File: src/rtl/gcd_stein.sv
// Binary (Stein) GCD: one reduction step per clock, zero operands flagged as an error.
// Optional CYCLES step counter is built when GCD_STEIN_CYCLES_EN is defined.
module gcd_stein #(
   parameter int WIDTH = 8
) (
   input  logic             CLK,
   input  logic             RST_N,
   input  logic [WIDTH-1:0] A,
   input  logic [WIDTH-1:0] B,
   input  logic             START,
   output logic [WIDTH-1:0] Y,
   output logic             DONE,
   output logic             ERROR,
`ifdef GCD_STEIN_CYCLES_EN
   output logic [$clog2(2*WIDTH+2)-1:0] CYCLES,
`endif
   output logic             BUSY
);

   // state  | meaning
   // IDLE   | waiting for START; Y/ERROR hold the last result
   // CALC   | one binary-GCD step per cycle until a==b
   // FINISH | single-cycle DONE pulse, then back to IDLE

   localparam int KW = $clog2(WIDTH+1);

   typedef enum logic [1:0] {
      IDLE   = 2'd0,
      CALC   = 2'd1,
      FINISH = 2'd2
   } state_t;

   state_t           state, state_nxt;
   logic [WIDTH-1:0] a, b, a_nxt, b_nxt, y_nxt;
   logic [KW-1:0]    k, k_nxt;
   logic             err_nxt, done_nxt;

`ifdef GCD_STEIN_CYCLES_EN
   localparam int CW = $clog2(2*WIDTH+2);
   logic [CW-1:0] cyc, cyc_nxt;
   assign CYCLES = cyc;
`endif

   assign BUSY = (state != IDLE);

   always_comb begin
      state_nxt = state;
      a_nxt     = a;
      b_nxt     = b;
      k_nxt     = k;
      y_nxt     = Y;
      err_nxt   = ERROR;
`ifdef GCD_STEIN_CYCLES_EN
      cyc_nxt   = cyc;
`endif
      case (state)
         IDLE: begin
            if (START) begin
               a_nxt = A;
               b_nxt = B;
               k_nxt = '0;
`ifdef GCD_STEIN_CYCLES_EN
               cyc_nxt = '0;
`endif
               if (A == '0 || B == '0) begin
                  state_nxt = FINISH;
                  err_nxt   = 1'b1;
                  y_nxt     = '0;
               end else begin
                  state_nxt = CALC;
                  err_nxt   = 1'b0;
               end
            end
         end
         CALC: begin
`ifdef GCD_STEIN_CYCLES_EN
            cyc_nxt = cyc + CW'(1);
`endif
            if (a == b) begin
               // k only counts common factors of two, so the shift cannot overflow
               y_nxt     = a << k;
               state_nxt = FINISH;
            end else if (!a[0] && !b[0]) begin
               a_nxt = a >> 1;
               b_nxt = b >> 1;
               k_nxt = k + KW'(1);
            end else if (!a[0]) begin
               a_nxt = a >> 1;
            end else if (!b[0]) begin
               b_nxt = b >> 1;
            end else if (a > b) begin
               a_nxt = (a - b) >> 1;
            end else begin
               b_nxt = (b - a) >> 1;
            end
         end
         FINISH: state_nxt = IDLE;
         default: state_nxt = IDLE;
      endcase
      done_nxt = (state_nxt == FINISH);
   end

   always_ff @(posedge CLK or negedge RST_N) begin
      if (!RST_N) begin
         state <= IDLE;
         a     <= '0;
         b     <= '0;
         k     <= '0;
         Y     <= '0;
         ERROR <= 1'b0;
         DONE  <= 1'b0;
`ifdef GCD_STEIN_CYCLES_EN
         cyc   <= '0;
`endif
      end else begin
         state <= state_nxt;
         a     <= a_nxt;
         b     <= b_nxt;
         k     <= k_nxt;
         Y     <= y_nxt;
         ERROR <= err_nxt;
         DONE  <= done_nxt;
`ifdef GCD_STEIN_CYCLES_EN
         cyc   <= cyc_nxt;
`endif
      end
   end

endmodule

File: config.mk
export PLATFORM = sky130hd
export DESIGN_NAME = gcd_stein
export DESIGN_NICKNAME = d
export VERILOG_FILES = /design/src/rtl/gcd_stein.sv
export SDC_FILE = /design/constraint.sdc
export NUM_CORES = 1
export LEC_CHECK = 0
export CORE_AREA = 2 2 75 77
export CTS_CLUSTER_SIZE = 24
export DETAILED_ROUTE_END_ITERATION = 12
export DIE_AREA = 0 0 77 79
export PLACE_DENSITY = 0.74
export SLEW_MARGIN = 20
export SYNTH_ARGS = -nofsm -noshare
export SYNTH_HDL_FRONTEND = slang
export SYNTH_SLANG_ARGS = --single-unit
File: constraint.sdc
create_clock -name CLK -period 2.3 [get_ports CLK]
set_input_delay 0.23 -clock CLK [delete_from_list [all_inputs] [get_ports CLK]]
set_output_delay 0.23 -clock CLK [all_outputs]
set_load 0.05 [all_outputs]
Word-level counts from Yosys, hierarchy flattened:

Cells that the tools add are included.

* word-level logic and storage cells: 69
* input bits: 19
* flip-flop bits (word level): 32
* output and inout port bits: 11

* shift-type cells: 1
* eq/ne operators: 12
* reduce and logical (&&, ||, !) cells: 16
* $add $sub $neg: 3
* $lt $le $gt $ge: 1
* multiplexer cells: 27

Operators with widths (number)
* $mux 8: 15
* $pmux 8 s2: 3
* $logic_not 8->1: 2
* $sub 8x8->8: 2
* $mux 4: 3
* $ne 4x4->1 const B: 3
* $reduce_and 4->1: 3
* $ne 2x2->1 const B: 5
* $reduce_and 5->1: 2
* $eq 8x8->1: 1
* $gt 8x8->1: 1
* $pmux 4 s2: 1
* $shl 8x4->8: 1
* $mux 2: 3
* $add 4x1->4 const B: 1
* $pmux 2 s2: 1
* $reduce_bool 2->1: 2
* $ne 3x3->1 const B: 1
* $reduce_and 3->1: 1
* $eq 2x1->1 const B: 1
* $eq 2x2->1 const B: 1
* $logic_not 1->1: 2
* $logic_not 2->1: 1
* $reduce_and 2->1: 1
* other kinds (3): 3

Logic depth before layout (Yosys ltp):

Gate-level depths: netlist of run 1.

* word-level depth: 7
* depth in mapped cells: 11
* depth with buffers taken out: 9

Worst setup path after synthesis of run 1:

OpenSTA, ideal clock, no wires.

* path type: reg-to-reg
* start point: reg a[0]
* end point: reg b[5]
* clock period less this slack: 2.523 ns
* arrival: 2.398 ns
* data required time: 2.175 ns
* setup slack: -0.223 ns
* buffers on the path: 0
* setup time: 0.125 ns
* stages on the path, launching flop included: 9
* cell sequence: dfrtp_1 > inv_1 > ha_1 > fa_1 > nand2b_1 > a21oi_1 > o21ai_4 > o31ai_4 > mux2_2

* cells in the longest elaborated chain, start to end: 7
* elaborated cells between the ends (all ways): 15
* classes of those cells: 1 x add/sub; 1 x order compare; 4 x eq/ne; 6 x mux; 3 x reduce/logical

Ends and longest elaborated chain
* start, declared: line 34 `logic [WIDTH-1:0] a, b, a_nxt, b_nxt, y_nxt;`
* start signal, assigned: line 117 `a <= a_nxt;`
* $sub 8x8->8: line 94 `b_nxt = (b - a) >> 1;`
* $mux 8: line 91 `end else if (a > b) begin`
* $mux 8: line 89 `end else if (!b[0]) begin`
* $mux 8: line 87 `end else if (!a[0]) begin`
* $mux 8: line 83 `end else if (!a[0] && !b[0]) begin`
* $mux 8: line 79 `if (a == b) begin`
* $pmux 8 s2: line 56 `case (state)`
* end signal, assigned: line 118 `b <= b_nxt;`
* end, declared: line 34

Several ways; a longest one is shown, not always the timed one. The select of a mux whose other input is x is not followed.
A chain may end at the register's enable or synchronous reset.

Final worst setup path of run 1:

* start point: reg a[5]
* end point: reg a[2]

* cells in the longest elaborated chain, start to end: 3
* elaborated cells between the ends (all ways): 5
* classes of those cells: 1 x order compare; 3 x eq/ne; 1 x reduce/logical

Ends and longest elaborated chain (line)
* $gt 8x8->1 / $eq 8x8->1 (equally long branches): 91, 79
* $ne 4x4->1 (no line) / $ne 2x2->1 (equally long branches)
* $reduce_and 5->1 (no line) *

Every way passes the cells marked *; elsewhere a longest branch is shown, timed or not.

==> summary.txt, run 1 <==
GRT
  • Initial antenna violation count: 0
  • Largest net degree at the start of global routing: 33
  • Vias in the first global route: 2507
  • Grt ovf: 0
  • All-Layer GR Usage: 0.239
  • First-pass GRT wire length: 11600 um

STA
  • Max-slew violations: 0
  • Slew margin rel.: 0.658
  • Achievable frequency: 444 MHz
  • Final worst path period share: 0.979
  • Clock Skew: between 0.007 and 0.008 ns
  • Setup TNS after final layout: 0 ns
  • RSZ-0062 raised after global routing: true
  • Period minus WS final: between 2 and 2.5 ns
  • Fin. Hold Viols: 0
  • Setup violators final: 0
  • Worst-Margin Slew: about 0.51 ns

Job
  • Max Cap Violations: 0

Die
  • Starting density of the core: 0.494
  • Full die area: between 6000 and 7000 um2
  • Core Region: 5340 um2
  • Row count: 27
  • Chip height: 79 um
  • Chip Width: approximately 77 um
  • Ports: 30

Placement
  • Placed wire-length estimate: 5360 um
  • Placed cells: about 430
  • GPL Wtd Cong: 0.912
  • Port Buffers: 29

Setup path
  • Crit start category: register
  • R2R depth: 8
  • R2R Path Start: a[5]
  • Worst EP arrival: roughly 2.5 ns
  • Crit path max fanout: 7
  • Worst EP required: between 2 and 3 ns
  • R2R Setup Slk: a little under 0.05 ns
  • Critical path class: register to register
  • Reg-to-reg endpoint: a[2]
  • Worst setup EP type: register

Status
  • Status: finished clean

CTS
  • Inserted Clock Buffers: 5
  • Number of H-tree levels: 2
  • Clock Latency Late Sink: 0.29 ns
  • Total clock sinks: 32
  • CTS tree: yes
  • Max Root-Sink Buffers: 2
  • Root Driver: clkbuf_8
  • Clk pin slew, worst setup/hold paths: 0.07 ns

Detailed routing
  • Final wirelength: roughly 7000 um
  • Avg Vias per Cell: around 5.7
  • Iter 0 DRT Violations: between 100 and 150
  • Met1 wire length: ~3000 um
  • Top layer in use: met4
  • Metal3 WL: approximately 380 um
  • Routed vias: roughly 2500
  • WL met2: approximately 3500 um
  • Antenna violation net count after detailed routing: 0
  • DRC Markers: 0
  • Drt pass-1 iters: 4
  • Post-DR wirelength/cell: 15.9 um

Final layout
  • Commonest non-fill, non-tap cells in the layout: buf_4, nand2_1, dfrtp_1
  • Post-Layout Cell Count: approximately 440
  • Inserted Diodes: 0
  • Layout cells sized above 1: 0.281
  • Final #Nets: ~410
  • Commonest non-fill, non-tap cell in the layout: buf_4
  • Area grow syn2layout: 33.9%

Logic synthesis
  • Netlist Area Pre-Place: roughly 2600 um2
  • Area contributors post-synth: dfrtp_1, ha_1, nand2_1
  • Post-synth EDFFs: 0
  • Top_reg_cell synth: dfrtp_1
  • Avg Cell Area, Syn: around 9 um2
  • Synthesis Warnings: 0
  • Cells after synthesis: a little under 300
  • Yosys top cell by area: dfrtp_1
  • Ys async rst share: 1.00
  • Synth cell types: between 60 and 70
  • Seq cells post-synth: 32
  • Synth Net Count: between 300 and 400
  • Sequential share of the synthesized area: 0.304
  • Share of the synthesized area in the top cell type: 0.304

Hold path
  • Hold crit path type: input port to async pin
-- worst max-delay path, stage by stage (launching register included) --
cell and delay (ns):
dfrtp_1 0.38, inv_1 0.15, ha_4 0.24, and4_4 0.22, a22oi_2 0.28, o21ai_4 0.14, nor3_4 0.35, a221oi_1 0.15
o31ai_2 0.25
-- through the flow --
step / worst slack, ns / area (um2) / hold slack (ns) / utilization
2_1_floorplan: 0.0138 / 2660 / -0.0656 / -
3_3_place_gp: -0.0727 / 3240 / 0.458 / 0.607
3_5_place_dp: -0.0627 / 3240 / 0.469 / 0.607
4_1_cts: 0.00122 / 3380 / 0.364 / 0.632
5_1_grt: -0.0361 / 3530 / 0.382 / 0.662
6_report: 0.0490 / 3530 / 0.339 / 0.662
-- area by class of cell --
cell class,count,area [um2]
Inverter,21,78.8
Clock buffer,5,68.8
Timing Repair Buffer,78,662
Tap cell,72,90.1
Fill cell,444,1810
Clock inverter,3,42.5
Multi-Input combinational cell,228,1790
Sequential cell,32,802
-- flip-flops by register name (all words and copies together) (netlist names) --
signal / flops
Y: 8
a: 8
b: 8
k: 4
state: 2
DONE: 1
ERROR: 1
-- metal layers --
| layer | global-route usage | up-vias |
|---|---|---|
| li1 | - | 1206 |
| met5 | 0 | - |
| met1 | 0.286 | 1199 |
| met4 | 0.0786 | 0 |
| met3 | 0.0432 | 14 |
| met2 | 0.436 | 71 |
-- worst max-delay path by stage --
stage	from	endpoint	cells past startpoint
after detailed placement	A[4]	Y[4]	6
final	a[5]	a[2]	8
after global routing	a[5]	a[6]	8
after CTS	a[0]	a[5]	9
after floorplan	a[0]	b[5]	8
after global placement	A[4]	Y[4]	6
-- kinds of logic after synthesis --
| group | after synthesis | synth area share |
|---|---|---|
| buf+inv | 38 | 0.0754 |
| xor+xnor | 13 | 0.0432 |
| fa+ha+maj | 21 | 0.105 |
| mux | 10 | 0.0403 |
| simple gates | 94 | 0.169 |
| compound gates | 90 | 0.263 |
| flops | 32 | 0.304 |
-- synthesized netlist by cell type, types with 3 or more instances --
cell	count
a21o_1	3
a21oi_1	19
a221oi_1	7
a31oi_1	4
buf_6	6
clkbuf_1	6
dfrtp_1	32
ha_1	19
inv_1	21
mux2_2	5
mux2i_1	5
nand2_1	34
nand2b_1	5
nand3_1	4
nor2_1	29
nor3_1	3
nor4_1	3
o21ai_0	14
o22ai_1	3
o31ai_1	10
xnor2_1	9
xor2_1	4
-- timing repair --
| action | in CTS | in global routing |
|---|---|---|
| endpoints found under the setup margin | 4 | 15 |
| buffers inserted | 1 | 5 |
| hold buffers | 0 | 0 |
| pin swaps | 2 | 14 |
| gates cloned | 0 | 0 |
| gates resized for setup | 4 | 22 |
Power of run 1 is not shown: default switching activity piles up to over one toggle a cycle in this logic, so the estimate is an artifact.
==> inputs of run 2 (changes only) <==
--- a/config.mk
+++ b/config.mk
@@ -9,6 +9,7 @@
 export CTS_CLUSTER_SIZE = 24
 export DETAILED_ROUTE_END_ITERATION = 12
 export DIE_AREA = 0 0 77 79
+export GPL_ROUTABILITY_DRIVEN = 0
 export PLACE_DENSITY = 0.74
 export SLEW_MARGIN = 20
 export SYNTH_ARGS = -nofsm -noshare
==> results of run 2 <==
Same layout as run 1: the final DEF is identical, and so are final timing and power.
Power of run 2 is left out for the same reason.
==> inputs of run 3 (changes only) <==
--- a/config.mk
+++ b/config.mk
@@ -5,12 +5,13 @@
 export SDC_FILE = /design/constraint.sdc
 export NUM_CORES = 1
 export LEC_CHECK = 0
-export CORE_AREA = 2 2 75 77
+export ABC_CLOCK_PERIOD_IN_PS = 2300
+export CORE_AREA = 2 2 90 92
 export CTS_CLUSTER_SIZE = 24
 export DETAILED_ROUTE_END_ITERATION = 12
-export DIE_AREA = 0 0 77 79
+export DIE_AREA = 0 0 92 94
 export GPL_ROUTABILITY_DRIVEN = 0
-export PLACE_DENSITY = 0.74
+export PLACE_DENSITY = 0.54
 export SLEW_MARGIN = 20
 export SYNTH_ARGS = -nofsm -noshare
 export SYNTH_HDL_FRONTEND = slang
==> summary.txt, run 3 (synthesized netlist as in run 1, its figures left out) <==
Setup path
  • WP depth: 9
  • Crit start category: register
  • Crit path max fanout: 5
  • Slowest-stage cell, CP: a311o_4
  • R2R depth: 9
  • Family with the most delay on the worst path: compound AO/OA/AOI/OAI gates
  • Worst setup EP type: register
  • Critical path class: register to register
  • Worst EP required: approximately 2.5 ns
  • Crit-path most repeated cell: o31ai_4
  • Worst EP arrival: 2.46 ns
  • Worst path max stage delay: about 0.42 ns
  • CP Buf/Inv Count: 3
  • Critical-path cell list: inv_1 -> ha_1 -> and4b_2 -> a311o_4 -> a21oi_4 -> o31ai_4 -> buf_6 -> buf_4 -> o31ai_4

CTS
  • CTS tree: yes
  • Root Driver: clkbuf_8
  • Inserted Clock Buffers: 5
  • Clk pin slew, worst setup/hold paths: about 0.080 ns
  • Clock Latency Late Sink: 0.29 ns
  • Hold-fix buffer count after cts: 0
  • Number of H-tree levels: 2
  • Total clock sinks: 32
  • Max Root-Sink Buffers: 2

STA
  • Fin. Hold Viols: 0
  • Final worst path period share: 0.981
  • Slew margin rel.: 0.663
  • Setup violators final: 0
  • Max-slew violations: 0
  • Achievable frequency: ~440 MHz
  • Period minus WS final: about 2.3 ns
  • Final hold slack: about 0.34 ns
  • Clock Skew: 0.00730 ns
  • RSZ-0062 raised after global routing: true
  • Worst-Margin Slew: 0.506 ns

Final layout
  • Inserted Diodes: 0
  • Final #Nets: around 410
  • Regs by FF count: Y x8, a x8, b x8
  • Filler cell count: between 700 and 800
  • Commonest non-fill, non-tap cell in the layout: buf_4
  • Area grow syn2layout: 39.3%
  • Layout cells sized above 1: 0.313
  • Commonest non-fill, non-tap cells in the layout: buf_4, nand2_1, dfrtp_1

GRT
  • Initial antenna violation count: 0
  • Vias in the first global route: approximately 2600
  • Largest net degree at the start of global routing: 33
  • Grt ovf: 0
  • First-pass GRT wire length: around 13000 um
  • All-Layer GR Usage: 0.188

Detailed routing
  • Antenna violation net count after detailed routing: 0
  • Iter 0 DRT Violations: between 150 and 200
  • Final wirelength: about 7600 um
  • Drt pass-1 iters: 5
  • Routed vias: approximately 2500
  • Avg Vias per Cell: between 5 and 6
  • DRC Markers: 0
  • Post-DR wirelength/cell: 16.0 um

Die
  • Full die area: approximately 8600 um2
  • Core Region: between 7000 and 8000 um2
  • Chip height: approximately 94 um
  • Starting density of the core: 0.347
  • Chip Width: roughly 92 um
  • Row count: 32
  • Ports: 30

Placement
  • Placed wire-length estimate: 6030 um
  • Port Buffers: 29

Hold path
  • Hold crit path type: input port to async pin

Job
  • Max Cap Violations: 0

Status
  • Status: finished clean
## run 3: timing repair
action | 4_1_cts | 5_1_grt
resized for setup | 12 | 26
endpoints found under the setup margin | 6 | 13
hold endpoints to repair | 0 | 0
pin swaps | 8 | 8
buffers inserted | 2 | 2
## run 3: final timing paths
kind / startpoint / endpoint / slack, ns
max: a[1] / b[6] / 0.04
max reg2reg: a[1] / b[6] / 0.04
min reg2reg: Y[1] / Y[1] / 0.48
max in group asynchronous: RST_N / b[7] / 1.63
min: RST_N / Y[2] / 0.34
min in group CLK: Y[1] / Y[1] / 0.48
## run 3: area by class of cell
cell class / instances / area (um2) / share of cell area
multi-input combinational: 228 / 1820 / 0.496
sequential: 32 / 801 / 0.218
timing repair buffer: 85 / 734 / 0.200
tap: 102 / 128 / 0.0347
inverter: 21 / 78.8 / 0.0215
clock buffer: 5 / 68.8 / 0.0187
clock inverter: 3 / 42.5 / 0.0116
## run 3: worst register-to-register path: stages, from the launching register on
cell and delay (ns):
dfrtp_1 0.35, inv_1 0.06, ha_1 0.30, and4b_2 0.28, a311o_4 0.42, a21oi_4 0.16, o31ai_4 0.11, buf_6 0.14
buf_4 0.14, o31ai_4 0.22
## run 3: metal layers
layer | wire length [um] | GRT usage
met2 | 3830 | 0.339
met1 | 3450 | 0.231
met4 | 151 | 0.0609
met5 | 0 | 0
met3 | 203 | 0.0281
## run 3: stage by stage
stage / setup TNS, ns / area (um2) / std cells / util / setup WS, ns
CTS: -0.000834 / 3550 / 474 / 0.467 / -0.000834
floorplan: 0 / 2660 / 298 / - / 0.0138
detailed placement: -0.508 / 3360 / 464 / 0.441 / -0.109
global placement: -0.437 / 3360 / 464 / 0.441 / -0.0907
finish: 0 / 3670 / 476 / 0.483 / 0.0428
global route: -0.193 / 3670 / 476 / 0.483 / -0.0557
Power of run 3 is left out for the same reason.
